File: config.mk
export PLATFORM = sky130hd
export DESIGN_NAME = over_screen_ctrl
export DESIGN_NICKNAME = d
export VERILOG_FILES = /design/src/rtl/over_screen_ctrl_pkg.sv /design/src/rtl/over_fade_scale.sv /design/src/rtl/over_screen_ctrl.sv
export SDC_FILE = /design/constraint.sdc
export NUM_CORES = 1
export LEC_CHECK = 0
export BUFFER_PORTS_ARGS = -buffer_cell sky130_fd_sc_hd__buf_2
export CAP_MARGIN = 30
export CORE_ASPECT_RATIO = 1.5
export CORE_MARGIN = 4
export CORE_UTILIZATION = 50
export CTS_BUF_LIST = sky130_fd_sc_hd__clkbuf_8
export DETAILED_ROUTE_END_ITERATION = 10
export PLACE_DENSITY = 0.86
export RECOVER_POWER = 100
export SLEW_MARGIN = 30
export SYNTH_ARGS = -nofsm -noshare
export SYNTH_HDL_FRONTEND = slang
export SYNTH_SLANG_ARGS = --single-unit
File: constraint.sdc
create_clock -name Clk -period 6.2 [get_ports Clk]
set_input_delay 0 -clock Clk [delete_from_list [all_inputs] [get_ports Clk]]
set_output_delay 0 -clock Clk [all_outputs]
set_load 0.1 [all_outputs]
File: src/rtl/over_screen_ctrl_pkg.sv
// over_pkg: shared types and constants for the game-over overlay.
//   over_state_t : overlay sequencing states
//   FADE_MAX     : full-brightness fade level (level range 0..FADE_MAX)
//   LEVEL_W      : width of a fade level
//   rgb12_t      : 4:4:4 colour as {r,g,b}
package over_pkg;
  typedef enum logic [1:0] {IDLE, FADE_IN, HOLD, FADE_OUT} over_state_t;

  localparam int FADE_MAX = 16;
  localparam int LEVEL_W  = 5;

  typedef struct packed {
    logic [3:0] r;
    logic [3:0] g;
    logic [3:0] b;
  } rgb12_t;
endpackage

File: src/rtl/over_fade_scale.sv
// over_fade_scale: purely combinational brightness scaler.
//   rgb    in  rgb12_t        colour to scale
//   level  in  LEVEL_W bits   fade level 0..16
//   scaled out rgb12_t        each channel = (c * level) >> 4
// Level 16 reproduces the input exactly; level 0 gives black.
module over_fade_scale
  import over_pkg::*;
(
  input  rgb12_t             rgb,
  input  logic [LEVEL_W-1:0] level,
  output rgb12_t             scaled
);

  // 4b * 5b fits in 8 bits because level never exceeds 16 (15*16 = 240).
  function automatic logic [3:0] scale4(input logic [3:0] c, input logic [LEVEL_W-1:0] lv);
    logic [7:0] p;
    p = 8'(c) * 8'(lv);
    return p[7:4];
  endfunction

  assign scaled.r = scale4(rgb.r, level);
  assign scaled.g = scale4(rgb.g, level);
  assign scaled.b = scale4(rgb.b, level);

endmodule

File: src/rtl/over_screen_ctrl.sv
// over_screen_ctrl: game-over overlay sequencer and pixel pipeline.
//   Clk, Reset          pixel clock, async active-high reset
//   game_over           level from the game FSM (edges are detected here)
//   restart_key         one-cycle keypress, honoured only in HOLD
//   frame_start         one-cycle pulse per frame; all fade/blink timing counts these
//   DrawX, DrawY        scan position
//   rom_addr / rom_data sprite ROM (synchronous, 1-cycle read)
//   pal_index / pal_rgb combinational palette lookup
//   over_red/green/blue faded overlay colour, 0 when not active
//   over_active         overlay pixel is opaque
//   restart_req         one-cycle pulse when fade-out completes
// Pixel path latency is 3 cycles: S1 window/address, S2 ROM data + palette,
// S3 registered scaled colour.
// Build option: define OVER_BLINK_EN to make HOLD blink; otherwise HOLD is steady.
module over_screen_ctrl
  import over_pkg::*;
#(
  parameter int IMG_W            = 256,
  parameter int IMG_H            = 64,
  parameter int X0               = 192,
  parameter int Y0               = 208,
  parameter int FADE_STEP_FRAMES = 4,
  parameter int BLINK_FRAMES     = 30,
  parameter int TRANSPARENT_IDX  = 0
) (
  input  logic        Clk,
  input  logic        Reset,
  input  logic        game_over,
  input  logic        restart_key,
  input  logic        frame_start,
  input  logic [9:0]  DrawX,
  input  logic [9:0]  DrawY,
  output logic [13:0] rom_addr,
  input  logic [3:0]  rom_data,
  output logic [3:0]  pal_index,
  input  logic [11:0] pal_rgb,
  output logic [3:0]  over_red,
  output logic [3:0]  over_green,
  output logic [3:0]  over_blue,
  output logic        over_active,
  output logic        restart_req
);

  localparam logic [10:0] XL = 11'(X0);
  localparam logic [10:0] XH = 11'(X0 + IMG_W);
  localparam logic [10:0] YL = 11'(Y0);
  localparam logic [10:0] YH = 11'(Y0 + IMG_H);

  localparam int               STEP_W    = $clog2(FADE_STEP_FRAMES + 1);
  localparam logic [STEP_W-1:0] STEP_LAST = STEP_W'(FADE_STEP_FRAMES - 1);

  // ---------------- S1: window test and ROM address ----------------
  logic [10:0] x, y, dx, dy;
  logic        win;
  logic [13:0] addr_c;

  assign x      = {1'b0, DrawX};
  assign y      = {1'b0, DrawY};
  assign dx     = x - XL;
  assign dy     = y - YL;
  assign win    = (x >= XL) && (x < XH) && (y >= YL) && (y < YH);
  assign addr_c = win ? 14'(32'(dy) * IMG_W + 32'(dx)) : '0;

  // win_pipe[0] aligns with rom_addr, win_pipe[1] with rom_data.
  logic [1:0] win_pipe;

  always_ff @(posedge Clk or posedge Reset) begin
    if (Reset) begin
      rom_addr <= '0;
      win_pipe <= '0;
    end else begin
      rom_addr <= addr_c;
      win_pipe <= {win_pipe[0], win};
    end
  end

  // ---------------- Sequencer ----------------
  over_state_t        state, state_n;
  logic [LEVEL_W-1:0] level, level_n;
  logic [STEP_W-1:0]  step_cnt, step_n;
  logic               go_q, go_rise, go_fall, req_n;

  assign go_rise = game_over & ~go_q;
  assign go_fall = ~game_over & go_q;

  always_ff @(posedge Clk or posedge Reset) begin
    if (Reset) begin
      state       <= IDLE;
      level       <= '0;
      step_cnt    <= '0;
      go_q        <= 1'b0;
      restart_req <= 1'b0;
    end else begin
      state       <= state_n;
      level       <= level_n;
      step_cnt    <= step_n;
      go_q        <= game_over;
      restart_req <= req_n;
    end
  end

  // Any state change clears step_cnt and swallows a coincident frame_start.
  always_comb begin
    state_n = state;
    level_n = level;
    step_n  = step_cnt;
    req_n   = 1'b0;
    case (state)
      IDLE: begin
        if (go_rise) begin
          state_n = FADE_IN;
          level_n = '0;
          step_n  = '0;
        end
      end
      FADE_IN: begin
        if (go_fall) begin
          state_n = FADE_OUT;
          step_n  = '0;
        end else if (frame_start) begin
          if (step_cnt == STEP_LAST) begin
            step_n = '0;
            if (level >= LEVEL_W'(FADE_MAX - 1)) begin
              level_n = LEVEL_W'(FADE_MAX);
              state_n = HOLD;
            end else begin
              level_n = level + 1'b1;
            end
          end else begin
            step_n = step_cnt + 1'b1;
          end
        end
      end
      HOLD: begin
        level_n = LEVEL_W'(FADE_MAX);
        if (restart_key || go_fall) begin
          state_n = FADE_OUT;
          step_n  = '0;
        end
      end
      FADE_OUT: begin
        if (frame_start) begin
          if (step_cnt == STEP_LAST) begin
            step_n = '0;
            // Saturate at 0: a fade-out starting at 0 still waits one step.
            if (level <= LEVEL_W'(1)) begin
              level_n = '0;
              state_n = IDLE;
              req_n   = 1'b1;
            end else begin
              level_n = level - 1'b1;
            end
          end else begin
            step_n = step_cnt + 1'b1;
          end
        end
      end
      default: begin
        state_n = IDLE;
        level_n = '0;
        step_n  = '0;
      end
    endcase
  end

  // ---------------- Blink ----------------
  logic blink_on;
`ifdef OVER_BLINK_EN
  localparam int                BLINK_W    = $clog2(BLINK_FRAMES + 1);
  localparam logic [BLINK_W-1:0] BLINK_LAST = BLINK_W'(BLINK_FRAMES - 1);
  logic [BLINK_W-1:0] blink_cnt;

  // Phase restarts "on" at HOLD entry and is forced on when leaving HOLD.
  always_ff @(posedge Clk or posedge Reset) begin
    if (Reset) begin
      blink_cnt <= '0;
      blink_on  <= 1'b1;
    end else if (state != HOLD || state_n != HOLD) begin
      blink_cnt <= '0;
      blink_on  <= 1'b1;
    end else if (frame_start) begin
      if (blink_cnt == BLINK_LAST) begin
        blink_cnt <= '0;
        blink_on  <= ~blink_on;
      end else begin
        blink_cnt <= blink_cnt + 1'b1;
      end
    end
  end
`else
  assign blink_on = 1'b1;
`endif

  // ---------------- S2/S3: palette and fade ----------------
  rgb12_t pal_c, scaled;
  logic   act_n;

  assign pal_index = rom_data;
  assign pal_c     = pal_rgb;

  over_fade_scale u_scale (
    .rgb    (pal_c),
    .level  (level),
    .scaled (scaled)
  );

  assign act_n = win_pipe[1] && (state != IDLE) &&
                 (rom_data != 4'(TRANSPARENT_IDX)) && blink_on;

  always_ff @(posedge Clk or posedge Reset) begin
    if (Reset) begin
      over_active <= 1'b0;
      over_red    <= '0;
      over_green  <= '0;
      over_blue   <= '0;
    end else begin
      over_active <= act_n;
      over_red    <= act_n ? scaled.r : 4'h0;
      over_green  <= act_n ? scaled.g : 4'h0;
      over_blue   <= act_n ? scaled.b : 4'h0;
    end
  end

endmodule

# Yosys cells after proc, flatten, opt, wreduce, memory -nomap -nowiden

Cells that the tools add are included.

Memories: 0
Word-level logic and storage cells: 90
Memory bits (read-only): 0
Register bits after elaboration: 41
Latch bits: 0
RAM bits: 0
Input port bits: 41
Output and inout port bits: 32

Equality and inequality tests: 15
Div/mod/pow operators: 0
Reduce and logical (&&, ||, !) cells: 12
Shift-type cells: 0
Bitwise gates (word level): 4
$mul: 3
Magnitude comparators: 6
Add/subtract/negate cells: 6
Muxes and demuxes: 33

Operator list:

| kind                                                                    | count |
|---|---|
| 5-bit two-way mux                                                       | 8 |
| 4-bit by 5-bit multiplier with 8-bit output                             | 3 |
| 10-bit by 8-bit >= comparator with 1-bit output (second input constant) | 2 |
| 10-bit by 9-bit < comparator with 1-bit output (second input constant)  | 2 |
| 5-bit one-hot mux with 4 select lines                                   | 1 |
| 2-bit two-way mux                                                       | 9 |
| 2-bit != test (second input constant)                                   | 8 |
| 3-bit two-way mux                                                       | 5 |
| 14-bit by 11-bit adder with 14-bit output                               | 1 |
| 14-bit two-way mux                                                      | 1 |
| 4-bit two-way mux                                                       | 3 |
| 3-bit one-hot mux with 4 select lines                                   | 1 |
| 10-bit by 8-bit subtractor with 11-bit output (second input constant)   | 1 |
| 3-bit != test (second input constant)                                   | 3 |
| 2-bit one-hot mux with 4 select lines                                   | 1 |
| 8-bit AND reduction                                                     | 1 |
| 6-bit AND reduction                                                     | 1 |
| 6-bit by 5-bit subtractor with 6-bit output (second input constant)     | 1 |
| 5-bit by 1-bit adder with 5-bit output (second input constant)          | 1 |
| 5-bit by 4-bit >= comparator with 1-bit output (second input constant)  | 1 |
| 5-bit by 1-bit <= comparator with 1-bit output (second input constant)  | 1 |
| 1-bit logical AND                                                       | 5 |
| 5-bit by 1-bit subtractor with 5-bit output (second input constant)     | 1 |
| 2-bit == test (second input constant)                                   | 2 |
| other kinds (11)                                                        | 16 |

# Logic depth before layout (Yosys ltp)

Gate-level depths: netlist (run 1).

Word-level depth: 6
Depth in mapped cells: 13

# By module

A second synthesis (run 1) with hierarchy kept.

Cells, all modules: 374
Area total of the unflattened synthesis: 3,523.4 um^2

By module, submodules not included:

| module           | times used | cells an instance | seq. area each (um^2) | area each (um^2) |
|---|---|---|---|---|
| over_screen_ctrl | 1          | 203               | 1,026.0               | 2,123.3 |
| over_fade_scale  | 1          | 171               | 0.0                   | 1,400.1 |

# Least setup slack after synthesis (run 1)

OpenSTA, ideal clock, no wires.

Path kind: reg2reg
From: register level[1]
To: register over_blue[2]
Stages on the path, launching flop included: 14
Arrival: 3.248 ns
Buffers on the path: 2
Clock period less this slack: 3.380 ns
Slack: 2.820 ns
Cells stage by stage: dfrtp_1 clkbuf_1 clkbuf_1 and2_1 fa_1 inv_1 fa_1 inv_1 ha_1 and3_1 a221o_1 a21oi_1 xor2_1 nor2_1

Longest elaborated chain between the ends: 2

Ends and longest elaborated chain:

| what                                        | RTL line                | source |
|---|---|---|
| start: declaration                          | over_screen_ctrl.sv:79  | `logic [LEVEL_W-1:0] level, level_n;` |
| start signal: assignment                    | over_screen_ctrl.sv:95  | `level <= level_n;` |
| 4-bit by 5-bit multiplier with 8-bit output | over_fade_scale.sv:17   | `p = 8'(c) * 8'(lv);` |
| 4-bit two-way mux                           | over_screen_ctrl.sv:220 | `over_blue <= act_n ? scaled.b : 4'h0;` |
| end signal: assignment                      | over_screen_ctrl.sv:220 |  |
| end: declaration                            | over_screen_ctrl.sv:39  | `output logic [3:0] over_blue,` |

Every way passes these cells.
A chain may end at the register's enable or synchronous reset.

# Worst setup path in the final report (run 1)

Same ends and word-level chain as after synthesis.

==> results of run 1 <==
registers in the layout (all words and copies together), names as in the netlist:
signal and flops:
rom_addr 14, go_q 1, state 2, over_green 4, win_pipe 2, level 5
over_blue 4, over_active 1, over_red 4, step_cnt 3, restart_req 1
cell families after synthesis:
family / Yosys count
simple gates: 125
fa+ha+maj: 58
buf+inv: 50
compound gates: 49
flops: 41
xor+xnor: 25
mux: 2
final timing paths:
kind / start / endpoint / depth (start not counted)
setup / recovery: level[1]$_DFFE_PP0P_ / over_blue[2]$_DFF_PP0_ / 11
hold / removal: DrawY[4] / rom_addr[12]$_DFF_PP0_ / 3
setup reg to reg: level[1]$_DFFE_PP0P_ / over_blue[2]$_DFF_PP0_ / 11
hold reg to reg: win_pipe[0]$_DFF_PP0_ / win_pipe[1]$_DFF_PP0_ / 0
max in group asynchronous: Reset / over_red[2]$_DFF_PP0_ / 4
min in group asynchronous: Reset / restart_req$_DFF_PP0_ / 4
timing repair:
action | in CTS | in global routing
resized for setup | 0 | 0
endpoints found under the hold margin | 50 | 0
hold buffers | 10 | 0
metrics by stage:
step                hold slack [ns]  util [%]  total power [W]  instance area (um^2)  instances
floorplan                    0.0314         -         0.000804                  3320        350
global placement              0.147      57.2         0.000897                  3710        483
CTS                          0.0259      60.8          0.00120                  3950        501
finish                       0.0305      60.1          0.00119                  3900        502
detailed placement            0.153      57.2         0.000931                  3710        483
global route                 0.0469      60.1          0.00129                  3900        502
metal layers:
layer	vias up	part of all wire (%)
met4	0	2.1
met2	69	57
met3	18	4.6
li1	1322	-
met5	-	0
met1	1348	37
final cells by class:
cell class	count	area, um^2	share of cell area (%)
flip-flops and latches	41	1030	26.3
diodes	1	2.50	0.0642
inverters	34	128	3.28
clock inverters	3	68.8	1.77
well taps	76	95.1	2.44
clock buffers	5	68.8	1.77
multi-input cells	259	2090	53.5
repair buffers	83	422	10.8
power breakdown:
| group | total, W | switching, W | internal (W) |
|---|---|---|---|
| Combinational | 0.000566 | 0.000322 | 0.000244 |
| Clock | 0.000264 | 0.000102 | 0.000162 |
| Sequential | 0.000363 | 0.0000711 | 0.000292 |
worst max-delay path: stages, from the launching register on:
cell,delay (ns)
dfrtp_1,0.61
and2_0,0.28
fa_1,0.55
inv_1,0.06
fa_1,0.53
inv_1,0.04
ha_1,0.32
and3_1,0.20
a221o_1,0.37
a21oi_1,0.21
xor2_1,0.16
nor2_1,0.05
cells in the mapped netlist (2+ instances only):
cell type,instances,area (um^2)
ha_1,42,526
dfrtp_1,41,1030
and2_1,35,219
inv_1,34,128
nand2_1,28,105
nor2_1,25,93.8
fa_1,16,320
xnor2_1,16,140
a21oi_1,11,55.1
clkbuf_1,11,41.3
xor2_1,9,78.8
nor3_1,8,40.0
a31oi_1,7,43.8
a21o_1,6,45.0
and4_1,5,43.8
buf_4,5,37.5
o21ai_0,5,25.0
a221o_1,4,40.0
and3_1,4,25.0
a22o_1,3,26.3
nand2b_1,3,18.8
nor2b_1,3,18.8
nor4_1,3,18.8
o22ai_1,3,18.8
mux2_2,2,22.5
nand3_1,2,10.0
nand3b_1,2,15.0
or4_1,2,15.0
==> qor.csv, run 1 <==
metric;value;unit
Synth Area in Compound Gates;10.1;%
Reg clk slew, reported paths;0.08;ns
postcts setup bufs;0;
Remaining Overflow, GRT;0;
Fin Clk Skew;0.00722;ns
synthesized flop and latch total;41;
Rows;36;
Max Root-Sink Buffers;2;
number of vias per cell;5.49;
H-tree levels;2;
crit share post-route;56.7;%
main combinational cell family by area after synthesis;adder cells;
largest net degree at the start of global routing;42;
Slew Limit Fails;42;
initial core utilization;51.2;%
RSZ-0062 raised after global routing;no;
core area;0.00649;mm^2
sequential share of the synthesized area;30.9;%
post-synthesis adder-cell area fraction;25.5;%
die width;74.6;um
Die Y;108;um
multiplexer share of the synthesized area;0.678;%
critical path fanouts, max;22;
Setup CP Type;reg -> reg;
Synth Area in Simple Gates;20.1;%
gpl congestion;0.827;
first-pass GRT wire length;12.4;mm
Post-synth EDFFs;0;
pin slew with the least headroom to its limit;2.21;ns
met2 usage;36.0;%
Critical Path RT;6.37;ns
worst skew pair latency;0.30;ns
worst hold path type;in -> reg;
Mapped Cells;350;
final wirelength;7.23;mm
number of global-route vias before repair;2934;
share of layout cells above drive strength 1;11.5;%
max_cap viols;1;
dpl ws;2.72;ns
Synth Area in XOR/XNOR;6.59;%
Avg WL per Cell;14.4;um
Hold Vio Cnt, Final;0;
Worst Setup Start Kind;flop;
Total Routing Usage GR;19.4;%
fill cell count;558;
Mapped Nets;449;
asr flop ratio synth;100;%
Crit path arrival time;3.69;ns
final setup fails;0;
PortBufs;72;
leading cell type in the layout, fill and taps excluded;ha_1;
Antenna Violating Nets Remaining;0;
status;finished, violations left;
number of buffers created by CTS;5;
CTS tree;built;
Fin Setup TNS;0;ns
1st-pass router iterations;4;
Mapped Area;0.00332;mm^2
total number of vias;2757;
Reg2Reg Setup Slack;2.68;ns
post-synth cell types;43;
# IOs;73;
Avg Cell Area, Syn;9.49;um^2
max_slew headroom;-47.4;%
most frequent cells in the layout;42 x ha_1, 41 x dfrtp_1, 38 x buf_2;
drc violations;0;
initial antenna violation count;1;
worst vdd ir;0.000232;V
synth warn;0;
fin nets;523;
detailed placer's ending HPWL;5.47;mm
failing checks;max-capacitance violations, max-slew violations;
final worst path period need;3.52;ns
critical path endpoint category;flop;
f_max;284;MHz
Area growth syn-to-layout;17.2;%
initial drt markers;174;
full die area;0.00804;mm^2
P_leak;2.02;nW
global route hottest layer;met2;
grt met1 use;20.9;%
Setup WS post-layout;2.68;ns
pwr/cell area;306;mW/mm^2
Clock Sinks;41;
dominant synthesized flop cell;dfrtp_1;
Root Buffer;clkbuf_8;
met3 Use GR;2.99;%
Note: power is estimated with default switching activity, not from simulation.
==> run 2, diff against run 1 <==
--- a/config.mk
+++ b/config.mk
@@ -12,7 +12,7 @@
 export CORE_UTILIZATION = 50
 export CTS_BUF_LIST = sky130_fd_sc_hd__clkbuf_8
 export DETAILED_ROUTE_END_ITERATION = 10
-export PLACE_DENSITY = 0.86
+export PLACE_DENSITY = 0.89
 export RECOVER_POWER = 100
 export SLEW_MARGIN = 30
 export SYNTH_ARGS = -nofsm -noshare
==> constraint.sdc (replaced) <==
create_clock -name Clk -period 2.95 [get_ports Clk]
set_input_delay 0 -clock Clk [delete_from_list [all_inputs] [get_ports Clk]]
set_output_delay 0 -clock Clk [all_outputs]
set_load 0.1 [all_outputs]
==> qor.csv, run 2 (same netlist as run 1, synthesis figures left out) <==
metric;value;unit;change
initial antenna violation count;0;;was 1
biggest regs;rom_addr (14), level (5);;unchanged
# IOs;73;;unchanged
1st-pass router iterations;4;;unchanged
crit-path cells;buf_4 -> and2_4 -> fa_1 -> inv_1 -> fa_1 -> inv_2 -> ha_4 -> and3_4 -> a221o_1 -> a21oi_2 -> xor2_1 -> nor2_1;;was and2_0 -> fa_1 -> inv_1 -> fa_1 -> inv_1 -> ha_1 -> and3_1 -> a221o_1 -> a21oi_1 -> xor2_1 -> nor2_1
Reg clk slew, reported paths;0.09;ns;was 0.08 ns
Total Routing Usage GR;22.0;%;was 19.4%
critical path endpoint category;flop;;unchanged
initial drt markers;144;;was 174
P_leak;2.14;nW;was 2.02 nW
total number of vias;2907;;was 2,757
Hold Vio Cnt, Final;0;;unchanged
fin nets;548;;was 523
worst skew pair latency;0.30;ns;about the same
dpl ws;-0.262;ns;was 2.72 ns
RSZ-0062 raised after global routing;yes;;was no
Root Buffer;clkbuf_8;;unchanged
share of layout cells above drive strength 1;22.0;%;was 11.5%
CTS tree;built;;unchanged
most numerous cell on the critical path;fa_1;;
Setup CP Type;reg -> reg;;unchanged
failing checks;max-capacitance violations, max-slew violations, negative setup slack;;was max-capacitance violations, max-slew violations
final setup fails;9;;was 0
crit-path leading delay family;adder cells;;unchanged
final wirelength;8.29;mm;was 7.23 mm
worst vdd ir;0.000480;V;was 0.000232 V
Die Y;108;um;unchanged
Hold WS;0.0232;ns;was 0.0305 ns
pin slew with the least headroom to its limit;2.25;ns;was 2.21 ns
Avg WL per Cell;15.8;um;was 14.4 um
H-tree levels;2;;unchanged
f_max;327;MHz;was 284 MHz
first-pass GRT wire length;13.6;mm;was 12.4 mm
number of vias per cell;5.53;;was 5.49
Slew Limit Fails;42;;unchanged
drc violations;0;;unchanged
Clock Sinks;41;;unchanged
die width;74.6;um;unchanged
Antenna Violating Nets Remaining;0;;unchanged
Max stage delay on crit path;0.49;ns;was 0.61 ns
status;finished, violations left;;unchanged
Overall Power;0.00282;W;was 0.00119 W
leading cell type in the layout, fill and taps excluded;ha_1;;unchanged
Fin Clk Skew;0.00347;ns;was 0.00722 ns
max FFs per register;14;;unchanged
Top reg by flops;rom_addr;;unchanged
detailed placer's ending HPWL;6.00;mm;was 5.47 mm
Area growth syn-to-layout;26.1;%;was 17.2%
initial core utilization;51.2;%;unchanged
pwr/cell area;673;mW/mm^2;was 306 mW/mm^2
largest net degree at the start of global routing;42;;unchanged
Remaining Overflow, GRT;0;;unchanged
core area;0.00649;mm^2;unchanged
Max Root-Sink Buffers;2;;unchanged
Crit path arrival time;3.22;ns;was 3.69 ns
critical path fanouts, max;4;;was 22
PortBufs;72;;unchanged
final worst path period need;3.06;ns;was 3.52 ns
most frequent cells in the layout;39 x ha_1, 38 x buf_2, 38 x clkbuf_1;;was 42 x ha_1, 41 x dfrtp_1, 38 x buf_2
Critical Path RT;3.11;ns;was 6.37 ns
number of global-route vias before repair;3129;;was 2,934
Rows;36;;unchanged
worst path buffer plus inverter count;3;;was 2
max_cap viols;1;;unchanged
Diodes inserted;0;;was 1
CP max stage cell;fa_1;;was dfrtp_1
crit share post-route;104;%;was 56.7%
max_slew headroom;-49.8;%;was -47.4%
Worst Setup Start Kind;flop;;unchanged
Setup WS post-layout;-0.112;ns;was 2.68 ns
full die area;0.00804;mm^2;unchanged
number of buffers created by CTS;5;;unchanged
gpl congestion;0.900;;was 0.827
worst hold path type;in -> reg;;unchanged
run 2: changes by cell type in the layout (fill, tap and decap cells not counted), sizes merged:
cell    change
inv         -1
clkinv      +1
clkbuf      +3
buf        +22
diode       -1
run 2: final timing paths:
path,endpoint,depth (start not counted),slack (ns),start
setup / recovery,over_red[2]$_DFF_PP0_,12,-0.11,level[1]$_DFFE_PP0P_
hold / removal,rom_addr[12]$_DFF_PP0_,3,0.02,DrawY[4]
setup reg to reg,over_red[2]$_DFF_PP0_,12,-0.11,level[1]$_DFFE_PP0P_
hold reg to reg,win_pipe[1]$_DFF_PP0_,0,0.36,win_pipe[0]$_DFF_PP0_
max in group asynchronous,level[1]$_DFFE_PP0P_,4,0.43,Reset
min in group asynchronous,rom_addr[10]$_DFF_PP0_,4,1.08,Reset
run 2: routing by layer:
layer | track usage [%] | wire length [um] | share of wire [%]
met5 | 0 | 0 | 0
met1 | 23.6 | 2980 | 36
met3 | 4.02 | 413 | 5.0
met2 | 40.4 | 4680 | 57
met4 | 9.54 | 212 | 2.6
run 2: worst min-delay path: stages:
cell and delay [ns]:
buf_2 0.13, xnor2_1 0.08, nor2_1 0.07
run 2: repair_timing:
action                     4_1_cts  5_1_grt
pin swaps                        3        5
hold buffers                    10        0
setup buffers                    9        0
setup endpoints to repair        9        9
resized for setup                7        8
hold endpoints to repair        50        0
run 2: per-stage QoR:
step | instances | setup TNS, ns | instance area, um^2 | utilization [%]
2_1_floorplan | 350 | -0.448 | 3470 | -
3_3_place_gp | 499 | -0.803 | 3910 | 60.3
3_5_place_dp | 499 | -1.72 | 3910 | 60.3
4_1_cts | 526 | -0.557 | 4230 | 65.1
5_1_grt | 526 | -1.72 | 4190 | 64.6
6_report | 526 | -0.655 | 4190 | 64.6
run 2: layout make-up:
class / instances / area (um^2)
fillers: 524 / 2290
multi-input cells: 259 / 2200
flip-flops and latches: 41 / 1030
repair buffers: 108 / 602
inverters: 34 / 128
well taps: 76 / 95.1
clock buffers: 5 / 68.8
clock inverters: 3 / 65.1
run 2: report_power, final:
part	internal [W]	switching (W)
combinational	0.000714	0.000856
clock	0.000336	0.000212
sequential	0.000619	0.0000835
total	0.00167	0.00115
==> run 3, diff against run 2 <==
--- a/config.mk
+++ b/config.mk
@@ -12,7 +12,7 @@
 export CORE_UTILIZATION = 50
 export CTS_BUF_LIST = sky130_fd_sc_hd__clkbuf_8
 export DETAILED_ROUTE_END_ITERATION = 10
-export PLACE_DENSITY = 0.89
+export PLACE_DENSITY_LB_ADDON = 0.3
 export RECOVER_POWER = 100
 export SLEW_MARGIN = 30
 export SYNTH_ARGS = -nofsm -noshare
==> qor.csv, run 3 (same netlist as run 1, synthesis figures left out) <==
metric;value;unit;change
status;finished, violations left;;unchanged
HP Start;DrawY[3];;was DrawY[4]
total number of vias;2843;;was 2,907
Rows;36;;unchanged
pwr/cell area;647;mW/mm^2;was 673 mW/mm^2
pin slew with the least headroom to its limit;2.23;ns;was 2.25 ns
# IOs;73;;unchanged
largest net degree at the start of global routing;42;;unchanged
Clock Sinks;41;;unchanged
critical path fanouts, max;5;;was 4
biggest regs;rom_addr (14), level (5);;unchanged
combinational fraction of design power;57.2;%;was 55.7%
Antenna Violating Nets Remaining;0;;unchanged
most frequent cells in the layout;39 x ha_1, 39 x buf_2, 37 x dfrtp_1;;was 39 x ha_1, 38 x buf_2, 38 x clkbuf_1
Remaining Overflow, GRT;0;;unchanged
Fin Setup TNS;-0.572;ns;was -0.655 ns
initial core utilization;51.2;%;unchanged
number of vias per cell;5.38;;was 5.53
number of buffers created by CTS;5;;unchanged
core area;0.00649;mm^2;unchanged
Max Root-Sink Buffers;2;;unchanged
Fin Clk Skew;0.0102;ns;was 0.00347 ns
Total Routing Usage GR;20.2;%;was 22.0%
H-tree levels;2;;unchanged
Reg clk slew, reported paths;0.09;ns;about the same
worst path buffer plus inverter count;5;;was 3
drc violations;0;;unchanged
Top reg by flops;rom_addr;;unchanged
detailed placer's ending HPWL;5.79;mm;was 6.00 mm
Avg WL per Cell;14.3;um;was 15.8 um
crit-path cells;buf_4 -> and2_4 -> fa_1 -> inv_1 -> fa_1 -> inv_2 -> ha_4 -> and3_4 -> a221o_1 -> buf_4 -> buf_6 -> xnor2_2 -> nor2_1;;was buf_4 -> and2_4 -> fa_1 -> inv_1 -> fa_1 -> inv_2 -> ha_4 -> and3_4 -> a221o_1 -> a21oi_2 -> xor2_1 -> nor2_1
failing checks;max-capacitance violations, max-slew violations, negative setup slack;;unchanged
PortBufs;72;;unchanged
CP max stage cell;fa_1;;unchanged
number of global-route vias before repair;2907;;was 3,129
first-pass GRT wire length;12.7;mm;was 13.6 mm
Hold WS;0.00813;ns;was 0.0232 ns
gpl congestion;0.944;;was 0.900
full die area;0.00804;mm^2;unchanged
worst hold path type;in -> reg;;unchanged
Area growth syn-to-layout;26.6;%;was 26.1%
f_max;328;MHz;was 327 MHz
Max stage delay on crit path;0.49;ns;about the same
fin nets;550;;was 548
max FFs per register;14;;unchanged
Critical Path RT;3.11;ns;about the same
Die Y;108;um;unchanged
critical path endpoint category;flop;;unchanged
Hold Vio Cnt, Final;0;;unchanged
Sw Share;41.4;%;was 40.8%
worst skew pair latency;0.29;ns;was 0.30 ns
max_slew headroom;-48.6;%;was -49.8%
Worst Setup Start Kind;flop;;unchanged
Setup WS post-layout;-0.103;ns;was -0.112 ns
Clock Power Share;17.0;%;was 19.4%
Slew Limit Fails;42;;unchanged
1st-pass router iterations;4;;unchanged
initial drt markers;134;;was 144
worst vdd ir;0.000372;V;was 0.000480 V
Diodes inserted;0;;unchanged
crit-path leading delay family;adder cells;;unchanged
max_cap viols;1;;unchanged
CTS tree;built;;unchanged
initial antenna violation count;0;;unchanged
P_int;0.00160;W;was 0.00167 W
RSZ-0062 raised after global routing;yes;;unchanged
Setup CP Type;reg -> reg;;unchanged
Root Buffer;clkbuf_8;;unchanged
fill cell count;566;;was 524
Critical Path Start;level[1]$_DFFE_PP0P_;;unchanged
final worst path period need;3.05;ns;was 3.06 ns
Reg power frac;25.8;%;was 24.9%
final setup fails;8;;was 9
die width;74.6;um;unchanged
Crit path arrival time;3.21;ns;was 3.22 ns
P_leak;2.16;nW;was 2.14 nW
final wirelength;7.56;mm;was 8.29 mm
sw power;0.00113;W;was 0.00115 W
Reg-to-Reg Start;level[1]$_DFFE_PP0P_;;unchanged
crit share post-route;103;%;was 104%
share of layout cells above drive strength 1;23.7;%;was 22.0%
run 3: cell type report:
class / instances / area (um^2) / area share (%)
Multi-Input combinational cell: 259 / 2200 / 52.4
Inverter: 34 / 128 / 3.03
Timing Repair Buffer: 110 / 634 / 15.1
Tap cell: 76 / 95.1 / 2.26
Clock buffer: 5 / 68.8 / 1.64
Clock inverter: 3 / 46.3 / 1.10
Sequential cell: 41 / 1030 / 24.5
run 3: worst paths after layout:
| path | cells after the start | end | slack (ns) |
|---|---|---|---|
| max in group asynchronous | 4 | level[0]$_DFFE_PP0P_ | 0.45 |
| min in group asynchronous | 4 | rom_addr[11]$_DFF_PP0_ | 1.08 |
| max | 13 | over_blue[1]$_DFF_PP0_ | -0.10 |
| max reg2reg | 13 | over_blue[1]$_DFF_PP0_ | -0.10 |
| min | 3 | rom_addr[11]$_DFF_PP0_ | 0.008 |
| min reg2reg | 0 | win_pipe[1]$_DFF_PP0_ | 0.36 |
run 3: metal layers:
layer,vias up,global-route usage [%],share of wire [%],routed length [um]
met5,-,0,0,0
met4,0,5.98,1.7,131
met3,12,2.90,4.3,326
met2,67,37.5,55,4160
met1,1391,23.1,39,2950
li1,1373,-,-,-
run 3: stage by stage:
stage	power, W	instances	worst slack [ns]	area, um^2	util, %
after detailed placement	0.00217	502	-0.138	3930	60.6
after global placement	0.00211	502	-0.0807	3930	60.6
after floorplan	0.00182	350	-0.0972	3470	-
final	0.00272	528	-0.103	4210	64.9
after CTS	0.00269	524	-0.0480	4180	64.5
after global routing	0.00296	528	-0.201	4210	64.9
run 3: power groups by stage:
stage	clock, W	combinational (W)	sequential, W
global route	0.000496	0.00175	0.000712
floorplan	0	0.00114	0.000680
detailed placement	0	0.00146	0.000714
CTS	0.000473	0.00152	0.000702
global placement	0	0.00140	0.000712
finish	0.000462	0.00156	0.000702
run 3: what timing repair did:
action | 4_1_cts | 5_1_grt
buffers inserted | 5 | 4
hold buffers | 9 | 0
gates resized for setup | 5 | 9
endpoints found under the hold margin | 49 | 0
setup endpoints to repair | 9 | 9
run 3: tightest hold or removal path: stages:
cell	delay [ns]
buf_2	0.12
xor2_1	0.07
nor2_1	0.08
